**src/rtl/i2s_master_xcvr.sv**
```systemverilog
// i2s_master_xcvr: Philips I2S master transceiver for the WM8731 codec.
// Derives bclk and lrclk from the 256*fs system clock. Serialises stereo DAC
// samples from a one-deep holding register. Deserialises the ADC stream into
// stereo sample pairs.
module i2s_master_xcvr #(
   parameter int DATA_WIDTH = 24,
   parameter int SLOT_WIDTH = 32,
   parameter int BCLK_DIV   = 4
) (
   input  logic                  clk,
   input  logic                  rst,
   input  logic [DATA_WIDTH-1:0] tx_left,
   input  logic [DATA_WIDTH-1:0] tx_right,
   input  logic                  tx_valid,
   output logic                  tx_ready,
   output logic [DATA_WIDTH-1:0] rx_left,
   output logic [DATA_WIDTH-1:0] rx_right,
   output logic                  rx_valid,
   output logic                  tx_underrun,
   output logic                  i2s_bclk,
   output logic                  i2s_lrclk,
   output logic                  i2s_dacdat,
   input  logic                  i2s_adcdat
);

   localparam int DIV_W = $clog2(BCLK_DIV);
   localparam int BIT_W = $clog2(2 * SLOT_WIDTH);

   localparam logic [DIV_W-1:0] DIV_ONE      = DIV_W'(1);
   localparam logic [DIV_W-1:0] DIV_LAST     = DIV_W'(BCLK_DIV - 1);
   localparam logic [DIV_W-1:0] DIV_RISE_PRE = DIV_W'(BCLK_DIV / 2 - 1);
   localparam logic [DIV_W-1:0] DIV_HALF     = DIV_W'(BCLK_DIV / 2);

   localparam logic [BIT_W-1:0] B_ONE      = BIT_W'(1);
   localparam logic [BIT_W-1:0] B_LAST     = BIT_W'(2 * SLOT_WIDTH - 1);
   localparam logic [BIT_W-1:0] B_LR_START = BIT_W'(SLOT_WIDTH - 1);
   localparam logic [BIT_W-1:0] B_LR_END   = BIT_W'(2 * SLOT_WIDTH - 2);
   localparam logic [BIT_W-1:0] B_L_END    = BIT_W'(DATA_WIDTH - 1);
   localparam logic [BIT_W-1:0] B_R_START  = BIT_W'(SLOT_WIDTH);
   localparam logic [BIT_W-1:0] B_R_END    = BIT_W'(SLOT_WIDTH + DATA_WIDTH - 1);

   logic [DIV_W-1:0]      div;
   logic [DIV_W-1:0]      div_next;
   logic [BIT_W-1:0]      b;
   logic [BIT_W-1:0]      b_next;
   logic                  fall_evt;
   logic                  rise_evt;
   logic                  frame_load;
   logic                  tx_handshake;
   logic                  tx_left_slot;
   logic                  tx_right_slot;
   logic                  rx_left_slot;
   logic                  rx_right_slot;

   logic                  hold_full;
   logic [DATA_WIDTH-1:0] hold_left;
   logic [DATA_WIDTH-1:0] hold_right;
   logic [DATA_WIDTH-1:0] load_left;
   logic [DATA_WIDTH-1:0] load_right;
   logic [DATA_WIDTH-1:0] frame_left;
   logic [DATA_WIDTH-1:0] frame_right;

   logic [DATA_WIDTH-1:0] rx_shift_left;
   logic [DATA_WIDTH-1:0] rx_shift_right;
   logic                  rx_done;

   assign tx_ready = ~hold_full;

   // Decode divider events, next counter values and slot membership of the bit index
   always_comb begin
      fall_evt = (div == DIV_LAST);
      rise_evt = (div == DIV_RISE_PRE);
      div_next = fall_evt ? '0 : div + DIV_ONE;
      b_next   = b;
      if (fall_evt) begin
         b_next = (b == B_LAST) ? '0 : b + B_ONE;
      end
      frame_load    = fall_evt && (b == B_LAST);
      tx_handshake  = tx_valid && !hold_full;
      load_left     = hold_full ? hold_left  : '0;
      load_right    = hold_full ? hold_right : '0;
      tx_left_slot  = (b_next <= B_L_END);
      tx_right_slot = (b_next >= B_R_START) && (b_next <= B_R_END);
      rx_left_slot  = (b <= B_L_END);
      rx_right_slot = (b >= B_R_START) && (b <= B_R_END);
   end

   // Divider, bit index and the two pin clocks advance together so edges stay aligned
   always_ff @(posedge clk or negedge rst) begin
      if (!rst) begin
         div       <= '0;
         b         <= B_LAST;
         i2s_bclk  <= 1'b0;
         i2s_lrclk <= 1'b0;
      end else begin
         div      <= div_next;
         b        <= b_next;
         i2s_bclk <= (div_next >= DIV_HALF);
         if (fall_evt) begin
            i2s_lrclk <= (b_next >= B_LR_START) && (b_next <= B_LR_END);
         end
      end
   end

   // Holding register: a handshake fills it and the frame load empties it, with no bypass
   always_ff @(posedge clk or negedge rst) begin
      if (!rst) begin
         hold_full   <= 1'b0;
         hold_left   <= '0;
         hold_right  <= '0;
         tx_underrun <= 1'b0;
      end else begin
         tx_underrun <= frame_load && !hold_full;
         if (frame_load) begin
            hold_full <= 1'b0;
         end
         if (tx_handshake) begin
            hold_full  <= 1'b1;
            hold_left  <= tx_left;
            hold_right <= tx_right;
         end
      end
   end

   // Serialiser: each falling event drives the bit for the new index, MSB first, zero padding
   always_ff @(posedge clk or negedge rst) begin
      if (!rst) begin
         frame_left  <= '0;
         frame_right <= '0;
         i2s_dacdat  <= 1'b0;
      end else if (fall_evt) begin
         if (frame_load) begin
            frame_left  <= {load_left[DATA_WIDTH-2:0], 1'b0};
            frame_right <= load_right;
            i2s_dacdat  <= load_left[DATA_WIDTH-1];
         end else if (tx_left_slot) begin
            frame_left <= {frame_left[DATA_WIDTH-2:0], 1'b0};
            i2s_dacdat <= frame_left[DATA_WIDTH-1];
         end else if (tx_right_slot) begin
            frame_right <= {frame_right[DATA_WIDTH-2:0], 1'b0};
            i2s_dacdat  <= frame_right[DATA_WIDTH-1];
         end else begin
            i2s_dacdat <= 1'b0;
         end
      end
   end

   // Deserialiser: shift in adcdat on rising events that fall inside a data bit position
   always_ff @(posedge clk or negedge rst) begin
      if (!rst) begin
         rx_shift_left  <= '0;
         rx_shift_right <= '0;
         rx_done        <= 1'b0;
      end else begin
         rx_done <= rise_evt && (b == B_R_END);
         if (rise_evt && rx_left_slot) begin
            rx_shift_left <= {rx_shift_left[DATA_WIDTH-2:0], i2s_adcdat};
         end
         if (rise_evt && rx_right_slot) begin
            rx_shift_right <= {rx_shift_right[DATA_WIDTH-2:0], i2s_adcdat};
         end
      end
   end

   // Publish the captured pair one clk after the last right bit has been sampled
   always_ff @(posedge clk or negedge rst) begin
      if (!rst) begin
         rx_left  <= '0;
         rx_right <= '0;
         rx_valid <= 1'b0;
      end else begin
         rx_valid <= rx_done;
         if (rx_done) begin
            rx_left  <= rx_shift_left;
            rx_right <= rx_shift_right;
         end
      end
   end

endmodule
```
**config.mk**
```make
export PLATFORM = sky130hd
export DESIGN_NAME = i2s_master_xcvr
export DESIGN_NICKNAME = d
export VERILOG_FILES = /design/src/rtl/i2s_master_xcvr.sv
export SDC_FILE = /design/constraint.sdc
export NUM_CORES = 1
export LEC_CHECK = 0
export ABC_AREA = 1
export CAP_MARGIN = 0
export CORE_MARGIN = 2
export CORE_UTILIZATION = 63
export CTS_CLUSTER_DIAMETER = 120
export DETAILED_ROUTE_END_ITERATION = 16
export DONT_BUFFER_PORTS = 1
export HOLD_SLACK_MARGIN = 0.15
export PLACE_DENSITY_LB_ADDON = 0.15
export RECOVER_POWER = 50
export SYNTH_ARGS = -nofsm -noshare
export SYNTH_HDL_FRONTEND = slang
export SYNTH_SLANG_ARGS = --single-unit
```
**constraint.sdc**
```tcl
create_clock -name clk -period 2.1 [get_ports clk]
set_clock_uncertainty 0.1 [all_clocks]
set_input_delay 0.315 -clock clk [delete_from_list [all_inputs] [get_ports clk]]
set_output_delay 0.315 -clock clk [all_outputs]
set_load 0.02 [all_outputs]
```
* Word level (Yosys, flattened, before mapping) *
Index checks and enable logic that the tools add are counted.

operators by class
  divide/modulo/power cells = 0
  shifts and indexed selects = 0
  add/subtract/negate cells = 2
  multiply operators = 0
  eq/ne operators = 5
  $lt $le $gt $ge = 9
  muxes and demuxes = 15
  bitwise operators = 1
  reduce and logical (&&, ||, !) cells = 15

operators by type and width
  operator               count
  $mux W24               7
  $le A6 B6 Y1 const B   3
  $eq A6 B6 Y1 const B   2
  $ge A6 B6 Y1 const B   2
  $le A6 B5 Y1 const B   2
  $mux W6                2
  $logic_and A1 B1 Y1    9
  $add A6 B1 Y6 const B  1
  $ge A6 B5 Y1 const B   1
  $reduce_bool A2 Y1     3
  $mux W1                5
  $reduce_and A3 Y1      1
  $add A2 B1 Y2 const B  1
  $eq A2 B1 Y1 const B   1
  $eq A2 B2 Y1 const B   1
  $ge A2 B2 Y1 const B   1
  $mux W2                1
  $ne A2 B2 Y1 const B   1
  $reduce_and A2 Y1      1
  $logic_not A1 Y1       1
  $not A1 Y1             1

storage, ports and cells
  RAM bits = 0
  register bits after elaboration = 207
  latch bits = 0
  input port bits = 52
  memories = 0
  output and inout port bits = 54
  memory bits (read-only) = 0

* Logic depth before layout (Yosys ltp) *
  depth in word-level cells = 8
  depth in mapped cells = 13
  depth with buffers taken out = 11

* Worst setup path before layout *
Ideal clock, no wire load.

  kind = register to register
  start point = register div[1]
  end point = register frame_right[17]
  clock period less this slack = 1971 ps
  library setup time = 74 ps
  data arrival time = 1797 ps
  cell stages (with the launch flop) = 14
  slack = 129 ps
  required time = 1926 ps
  buffers on the path = 3
  cell sequence = dfrtp_1 ha_1 buf_4 nand3_1 o21ai_0 nand2_1 nand2_4 clkinv_2 nand2_2 a21oi_4 buf_6 buf_6 nand2_2 o21ai_2

on the way
  longest elaborated chain between the ends = 6
  elaborated cells between the ends (all ways) = 11

ends and longest elaborated chain
  what                                          line  text
  start: declaration                            42    logic [DIV_W-1:0] div;
  start signal: assignment                      96    div <= div_next;
  $eq A2 B2 Y1 *                                71    fall_evt = (div == DIV_LAST);
  $mux W6 *                                     75    if (fall_evt) begin
  named net b_next[5]                           45    logic [BIT_W-1:0] b_next;
  $ge A6 B6 Y1 or $le A6 B6 Y1 (tied branches)  83    tx_right_slot = (b_next >= B_R_START) && (b_next <= B_R_END);
  $logic_and A1 B1 Y1                           83
  $reduce_bool A2 Y1 (no source line)           n/a
  $reduce_and A3 Y1 (no source line) *          n/a
  end signal: assignment                        134   frame_right <= load_right;
  end signal: assignment                        140   frame_right <= {frame_right[DATA_WIDTH-2:0], 1'b0};
  end: declaration                              61    logic [DATA_WIDTH-1:0] frame_right;

The timed path passes the listed nets; every way through them passes the cells marked *.
A chain may end at the register's enable or synchronous reset.

* Worst setup path after layout *
  start point = register b[1]
  end point = register frame_right[9]

on the way
  longest elaborated chain between the ends = 7
  elaborated cells between the ends (all ways) = 13

ends and longest elaborated chain
  what                                           line  text
  start: declaration                             44    logic [BIT_W-1:0] b;
  start signal: assignment                       97    b <= b_next;
  $add A6 B1 Y6 or $eq A6 B6 Y1 (tied branches)  76    b_next = (b == B_LAST) ? '0 : b + B_ONE;
  $mux W6 *                                      76
  $mux W6 *                                      75
  named net b_next[4]                            45
  $ge A6 B6 Y1 or $le A6 B6 Y1 (tied branches)   83
  $logic_and A1 B1 Y1                            83
  $reduce_bool A2 Y1 (no source line)            n/a
  $reduce_and A3 Y1 (no source line) *           n/a

Marked as above.

==> results_dict.tcl <==
set metrics [dict create \
    stdcell_count 1051 \
    setup_violations 4 \
    grt_pass1_wl_um 26400 \
    core_area_sq_um 13200 \
    fin_crit_sh 1.00 \
    reg2reg_slack_ps -7 \
    vdd_ir_drop_max_mv 0.686 \
    busiest_layer "met2" \
    fin_ws_ps -6.65 \
    antennaDiodeCount 0 \
    switching_power_mw 1.49 \
    netlist.area_leader.share 0.585 \
    cts_buffers 21 \
    syn_avg_cell_area_sq_um 10.6 \
    r2r-end "frame_right[9]$_DFFE_PN0P_" \
    nets 917 \
    crit_required_ps 2380 \
    final_cell_mix "dfrtp_1 (198), inv_1 (87), mux2_2 (71), o21ai_0 (70), nand2_1 (66)" \
    synth_top_cell_by_area "dfrtp_1" \
    syn_nets 861 \
    reg2reg_depth 13 \
    start_kind "register" \
    hp-class "input port to async pin" \
    gr-total-overflow 0 \
    first_pass_iters 5 \
    routabilityCongestion 0.798 \
    ys_warn_count 0 \
    synthDistinctLibCells 28 \
    cts.clk_slew.worst_paths_ps 60 \
    tightest_slew_ps 1290 \
    violations "negative hold slack, negative setup slack" \
    critPathArrivalTime_ps 2390 \
    vias 5778 \
    antenna_found_initial 0 \
    synth_edf_count 0 \
    cp_max_fo 7 \
    grt_use_total 0.222 \
    power_switching_share 0.189 \
    r2r-start "b[1]$_DFF_PN1_" \
    crit_type "register to register" \
    clockRootBuffer "clkbuf_16" \
    layout_commonest_cell "dfrtp_1" \
    dpl_cell_area_sq_um 8700 \
    clkSinkCount 205 \
    drtIter0Drc 365 \
    p_leak_nw 5.00 \
    drv_slew 0 \
    grt_pass1_vias 5659 \
    clkLatencyLatePin_ps 490 \
    met3_usage 0.0547 \
    outcome "complete, but fails checks" \
    yosysSeqAreaShare 0.604 \
    drive_gt1_frac 0.243 \
    cts_tree "done" \
    holdWs_ps -575 \
    rsz0062_at_grt "true" \
    cts_buffer_depth 3 \
    wl_per_cell_um 15.7 \
    grt_util_met1 0.289 \
    drv_cap 0 \
    syn_inst 805 \
    port_buffers 0 \
    relSlewSlack 0.138 \
    power_density_nw_per_um2 765 \
    clock.fmax_mhz 475 \
    fin_util 0.781 \
    place_hpwl_um 8900 \
    die_y_um 120 \
    synthToLayoutAreaGrowth_pct 21.1 \
    finalWirelength_um 16500 \
    synthTopCellsByArea "dfrtp_1 (59%), mux2_2 (9.4%), o21ai_0 (4.7%)" \
    met2_usage 0.375 \
    vias_per_cell 5.50 \
    end_kind "register" \
    combPwrFrac 0.012 \
    synth_area_sq_um 8510 \
    ant_nets 0 \
    start_util 0.645 \
    dieArea_sq_um 14500 \
    synthArstFlopShare 1.00 \
    fp.dieW_um 120 \
    tns_ps -7.65 \
    synthFlopType "dfrtp_1" \
    rows 42 \
    seqPwrFrac 0.504 \
    grt_start_max_net_pins 206 \
    fin_area_sq_um 10300 \
    clockPowerShare 0.485 \
    hold_viol 205 \
    drc 0 \
    postCtsHoldBufs 50 \
    synth_seq_cells 205 \
    io-pin-count 106 \
    dp_cells 951 \
    min_period_ps 2110 \
    p_int_mw 6.39 \
    h-tree-depth 1 \
]
synth_stat cells, types with 2 or more instances:
cell type    n
ha_1         4
o21ai_1     23
dfrtp_1    199
nand4_1      2
nand2_4      2
buf_1        9
buf_4        5
a21oi_1     48
nor2_4       2
nor2_1      53
buf_6        4
mux2_2      71
nand2_1     77
o21ai_0     80
clkbuf_1    19
o21ai_2     20
buf_2       11
nor2_2       2
dfstp_2      6
nand2_2     22
inv_1       87
nand3_1     53
stage by stage:
step | total power [mW] | setup slack, ps
after floorplan | 4.05 | 129
after global placement | 4.06 | -79.9
after detailed placement | 4.06 | -223
after CTS | 7.95 | -1.72
after global routing | 8.13 | -100
final | 7.88 | -6.65
power groups by stage:
stage	clock, mW	sequential, mW	combinational [mW]
4_1_cts	3.89	3.97	0.0906
5_1_grt	4.07	3.97	0.0991
3_5_place_dp	0	4.04	0.0161
2_1_floorplan	0	4.04	0.0132
3_3_place_gp	0	4.04	0.0152
6_report	3.82	3.97	0.0915
layer usage:
layer	wire length, um	share of wire
met5	0	0
met3	1050	0.064
met2	8180	0.49
met1	6960	0.42
met4	339	0.021
cell type report:
cell class	instances	area, sq um
clock inverters	6	86.3
inverters	89	344
fillers	793	2880
multi-input cells	466	2940
flip-flops and latches	205	5140
well taps	176	220
repair buffers	78	931
clock buffers	31	643
cells by family after synthesis:
kind of cell	Yosys count	synth area share
adders and majority gates	4	0.00588
muxes	71	0.0940
DFF	205	0.604
xor gates and xnor gates	1	0.00103
buffers and inverters	137	0.0679
and+or+nand+nor	214	0.115
AOI/OAI and AO/OA	173	0.112
state kept, by name (all words and copies together), names as in the netlist, 6 cells and up:
| register | count |
|---|---|
| rx_right | 24 |
| rx_left | 24 |
| hold_right | 24 |
| b | 6 |
| frame_left | 23 |
| frame_right | 24 |
| hold_left | 24 |
| rx_shift_left | 24 |
| rx_shift_right | 24 |
worst max-delay path by stage:
stage                     cells past startpoint        startpoint                           to
after global routing                         13    b[1]$_DFF_PN1_   frame_right[9]$_DFFE_PN0P_
after global placement                        8    b[0]$_DFF_PN1_    frame_left[1]$_DFFE_PN0P_
after CTS                                    11    b[0]$_DFF_PN1_   frame_right[1]$_DFFE_PN0P_
after detailed placement                      8  div[0]$_DFF_PN0_   frame_left[13]$_DFFE_PN0P_
final                                        13    b[1]$_DFF_PN1_   frame_right[9]$_DFFE_PN0P_
after floorplan                              13  div[1]$_DFF_PN0_  frame_right[17]$_DFFE_PN0P_
repair_timing:
action / CTS / global route
pin swaps: 1 / 8
resized for setup: 7 / 45
buffers inserted: 0 / 5
hold endpoints to repair: 256 / 205
cloned: 2 / 8
endpoints found under the setup margin: 42 / 47
worst max-delay path, stage by stage (launching register included):
cell	delay [ps]
dfstp_2	570
ha_4	170
nand2_4	60
nor2_4	140
nand3_2	80
nand2_2	100
nand3_4	80
buf_6	130
nand2_4	50
a21oi_4	70
buf_12	160
clkbuf_16	160
nand2_2	60
o21ai_2	50
Note: power is estimated with default switching activity, not from simulation.
